## config.mk

```make
export PLATFORM = sky130hd
export DESIGN_NAME = fence_point_loader
export DESIGN_NICKNAME = d
export VERILOG_FILES = /design/src/rtl/fence_point_loader.sv
export SDC_FILE = /design/constraint.sdc
export NUM_CORES = 1
export LEC_CHECK = 0
export ABC_AREA = 1
export BUFFER_PORTS_ARGS = -buffer_cell sky130_fd_sc_hd__buf_2
export CORE_MARGIN = 1
export CORE_UTILIZATION = 23
export DETAILED_ROUTE_END_ITERATION = 12
export GPL_ROUTABILITY_DRIVEN = 0
export SLEW_MARGIN = 0
export SYNTH_ARGS = -nofsm -noshare
export SYNTH_HDL_FRONTEND = slang
export SYNTH_SLANG_ARGS = --single-unit
```

## constraint.sdc

```tcl
create_clock -name clk -period 6.9 [get_ports clk]
set_input_delay 1.38 -clock clk [delete_from_list [all_inputs] [get_ports clk]]
set_output_delay 1.38 -clock clk [all_outputs]
set_load 0.05 [all_outputs]
```

## src/rtl/fence_point_loader.sv

```systemverilog
//------------------------------------------------------------------------------
// fence_point_loader
//------------------------------------------------------------------------------
// Input stage of the geofence datapath. Captures one object point followed by
// six fence-vertex points from the shared X/Y bus, one point per rising edge.
// Each point is packed as {X,Y}. All seven points are held stable for the
// downstream vertex sorter. The loader then waits for the final-stage valid
// strobe before it accepts the next frame.
//
// Ports:
//   clk          system clock, rising-edge active
//   reset        asynchronous, active-high reset
//   X, Y         coordinates of the current point (CW bits each)
//   valid        end-of-frame strobe from the inside-test stage
//   obj          object point {X,Y}, with X in the upper CW bits
//   g1..g6       fence vertices in arrival order, packed like obj
//   finish_load  one-cycle pulse after the seventh point is captured
//   load_busy    high while the loader is capturing points
//
// Revision: 1.0 - initial release
//------------------------------------------------------------------------------
`default_nettype none

module fence_point_loader #(
    parameter int CW    = 10,
    parameter int NVERT = 6
) (
    input  logic            clk,
    input  logic            reset,
    input  logic [CW-1:0]   X,
    input  logic [CW-1:0]   Y,
    input  logic            valid,
    output logic [2*CW-1:0] obj,
    output logic [2*CW-1:0] g1,
    output logic [2*CW-1:0] g2,
    output logic [2*CW-1:0] g3,
    output logic [2*CW-1:0] g4,
    output logic [2*CW-1:0] g5,
    output logic [2*CW-1:0] g6,
    output logic            finish_load,
    output logic            load_busy
);

    // Slot 0 holds the object point. Slots 1..NVERT hold the vertices.
    localparam int          c_NPTS = NVERT + 1;
    localparam logic [2:0]  c_LAST = 3'(NVERT);

    typedef enum logic [0:0] {
        S_LOAD = 1'b0,
        S_WAIT = 1'b1
    } state_t;

    state_t            r_state;
    state_t            w_state_nxt;
    logic [2:0]        r_cnt;
    logic [2:0]        w_cnt_nxt;
    logic              r_finish;
    logic              w_finish_nxt;
    logic [2*CW-1:0]   r_pts [c_NPTS];
    logic [2*CW-1:0]   w_pt;

    assign w_pt = {X, Y};

    //--------------------------------------------------------------------------
    // State, counter and completion-pulse registers
    //--------------------------------------------------------------------------
    always_ff @(posedge clk or posedge reset) begin
        if (reset) begin
            r_state  <= S_LOAD;
            r_cnt    <= 3'd0;
            r_finish <= 1'b0;
        end else begin
            r_state  <= w_state_nxt;
            r_cnt    <= w_cnt_nxt;
            r_finish <= w_finish_nxt;
        end
    end

    //--------------------------------------------------------------------------
    // Next-state logic
    //--------------------------------------------------------------------------
    always_comb begin
        w_state_nxt  = r_state;
        w_cnt_nxt    = r_cnt;
        w_finish_nxt = 1'b0;
        case (r_state)
            S_LOAD: begin
                // Every LOAD edge is a capture. The last slot closes the frame.
                // valid is ignored here, so a long valid strobe cannot restart
                // a frame that has already begun.
                if (r_cnt == c_LAST) begin
                    w_state_nxt  = S_WAIT;
                    w_cnt_nxt    = 3'd0;
                    w_finish_nxt = 1'b1;
                end else begin
                    w_cnt_nxt = r_cnt + 3'd1;
                end
            end
            S_WAIT: begin
                if (valid) begin
                    w_state_nxt = S_LOAD;
                end
            end
            default: begin
                w_state_nxt = S_LOAD;
                w_cnt_nxt   = 3'd0;
            end
        endcase
    end

    //--------------------------------------------------------------------------
    // Point registers. The slot selected by the counter is written. Slots that
    // have not been rewritten yet keep the previous frame until overwritten.
    //--------------------------------------------------------------------------
    always_ff @(posedge clk or posedge reset) begin
        if (reset) begin
            for (int i = 0; i < c_NPTS; i++) begin
                r_pts[i] <= '0;
            end
        end else if (r_state == S_LOAD) begin
            for (int i = 0; i < c_NPTS; i++) begin
                if (r_cnt == 3'(i)) begin
                    r_pts[i] <= w_pt;
                end
            end
        end
    end

    assign obj         = r_pts[0];
    assign g1          = r_pts[1];
    assign g2          = r_pts[2];
    assign g3          = r_pts[3];
    assign g4          = r_pts[4];
    assign g5          = r_pts[5];
    assign g6          = r_pts[6];
    assign finish_load = r_finish;
    assign load_busy   = (r_state == S_LOAD);

endmodule

`default_nettype wire
```

==> impl_metrics.toml <==
[routing]
antenna_left = 0
firstDrtPassIters = 4
drt-total-wl_um = 19000
dr_total_vias = 4929
drt_iter0_drc = 349
wl_per_cell_um = 16.9
viasPerCell = 4.37
drc_errors = 0

[critical_path]
slowest_delay_ps = 500
critPathBufInv = 2
cp.required_ps = 5520
reg2reg_depth = 5
cp_max_fo = 8
path_cells = "inv_1 > buf_2"
r2r_slack_ps = 4290
reg2reg_from = "r_state$_DFF_PP0_"
cpLargestDelayFamily = "flip-flops"
cp-end-kind = "primary output"
crit_arrival_ps = 1340
start_kind = "register"
crit_type = "reg -> out"
cpMaxStageDelayCell = "dfrtp_1"
r2r_end = "g4[17]$_DFFE_PP0P_"

[die]
io_pins = 165
rows = 57
start_util_pct = 23.5
dieHeight_um = 160
die_x_um = 160
coreArea_mm2 = 0.0244
die_area_mm2 = 0.0255

[timing]
fin_ws_ps = 4180
rsz0062_at_grt = "no"
period_minus_slack_ps = 2720
worstMarginPinSlew_ps = 878
period_share_pct = 39.4
fin_skew_ps = 6.06
final-max-slew-violation-count = 0
fmax_mhz = 368
setup_tns_ps = 0
setup_viol = 0
finalHoldViolations = 0
relSlewSlack_pct = 41.4

[finish]
fillers = 2648
finalNetCount = 814
multiInputGateArea_mm2 = 0.00190
syn2layout_area_growth_pct = 29.3
antennaDiodeCount = 0
fin_cells = 1127
seq_area_mm2 = 0.00363
drive_gt1_share_pct = 26.0

[synthesis]
ys_seq_area_share_pct = 63.3
synthCells = 643
synth_seq_cells = 145
synth_cell_types = 14
syn_area_per_cell_um2 = 8.91
yosysTopAreaCellShare_pct = 63.3
yosys_warnings = 0
synth_top_area_cell = "dfrtp_1"
synth_area_leaders = "dfrtp_1, nand2_1, nand3_1, buf_2, clkbuf_1"
syn-num-nets = 667
synth_area_mm2 = 0.00573

[clock_tree]
cts_setup_buffers = 0
clk_pin_slew_worst_paths_ps = 60
cts_tree = "built"
cts_hold_buf = 0
clock_sinks = 145
ctsLongestPathBuffers = 2
clockRootBuffer = "clkbuf_16"
htreeDepth = 4
cts_buffers = 17
clk_latency_ps = 420
cts_resized = 0

[global_route]
grt_pass1_vias = 4765
grt_use_total_pct = 15.3
grt_pass1_wl_um = 29600
grt_max_degree = 77
antenna_found_initial = 0
grt_overflow = 0

[placed_design]
place_inst = 1095
dp_hpwl_um = 12600
io_buffers = 164
pre_cts_ws_ps = 3900

[run_status]
status = "complete, no violations"

[hold_path]
hold_path.class = "reg -> reg"
whs_path_depth = 2
hp-start = "g2[19]$_DFFE_PP0P_"
holdPathEnd = "g2[19]$_DFFE_PP0P_"

[flow_run]
cap_violations = 0
==> Yosys cell counts <==
master,count
nand2_1,297
dfrtp_1,145
nand3_1,141
buf_2,20
clkbuf_1,20
inv_1,5
nor2_2,4
buf_1,3
inv_2,2
nor2_1,2
clkbuf_2,1
ha_1,1
nor2_4,1
o21ai_0,1
==> kinds of logic (layout without fill, tap and decap cells) <==
kind of cell	count (synthesis)	after routing	synth area share (%)
AO/OA/AOI/OAI	1	1	0.0873
adder cells (fa/ha/maj)	1	1	0.218
buffers and inverters	51	211	3.80
flip-flops	145	145	63.3
AND/OR/NAND/NOR	445	445	32.5
==> flip-flops by register name, summed over array words and instances (netlist names) <==
name	count
finish_load	1
g3	20
g4	20
g1	20
r_state	1
g2	20
g6	20
g5	20
obj	20
r_cnt	3
==> tightest hold or removal path, stage by stage (launching register included) <==
cell,delay (ps)
dfrtp_1,330
nand2_1,50
nand2_1,40
==> per-layer routing <==
metal | part of all wire (%) | global-route usage [%] | vias to the layer above
met5 | 0 | 0 | -
met4 | 0.99 | 4.07 | 0
met3 | 7.5 | 4.13 | 13
met2 | 43 | 22.6 | 193
met1 | 48 | 22.1 | 2372
li1 | - | - | 2351
==> how the worst max path moves through the flow <==
stage,startpoint,to,depth (start not counted)
final,r_state$_DFF_PP0_,load_busy,2
after global routing,r_state$_DFF_PP0_,g4[6]$_DFFE_PP0P_,5
after CTS,r_state$_DFF_PP0_,load_busy,2
after detailed placement,reset,obj[5]$_DFFE_PP0P_,3
after global placement,reset,obj[6]$_DFFE_PP0P_,3
after floorplan,reset,finish_load$_DFF_PP0_,1
==> per-stage QoR <==
stage / hold WS [ps] / util (%) / cell area, um^2
2_1_floorplan: 529 / - / 5730
3_3_place_gp: 449 / 28.1 / 6850
3_5_place_dp: 454 / 28.1 / 6850
4_1_cts: 469 / 30.4 / 7410
5_1_grt: 474 / 30.4 / 7410
6_report: 462 / 30.4 / 7410
==> layout by cell type, fill, tap and decap left out <==
cell type   netlist  layout
clkbuf_1         20       3
bufinv_16         0       1
clkinv_4          0       2
buf_2            20     164
nand3_1         141     141
nor2_1            2       2
dfrtp_1         145     145
clkbuf_16         0      17
nand2_1         297     297
clkbuf_8          0       3
inv_1             5       4
clkinvlp_4        0       2
nor2_4            1       5
clkinv_2          0       4
buf_4             0       8
inv_6             0       1
inv_2             2       2
o21ai_0           1       1
ha_1              1       1
==> layout make-up <==
cell class | count | share of cell area [%]
inverters | 7 | 0.422
multi-input cells | 447 | 25.7
flip-flops and latches | 145 | 49.0
well taps | 324 | 5.47
clock buffers | 23 | 6.45
repair buffers | 172 | 11.9
clock inverters | 9 | 1.11
Power is not shown: default switching activity piles up to over one toggle a cycle in this logic, so the estimate is an artifact.
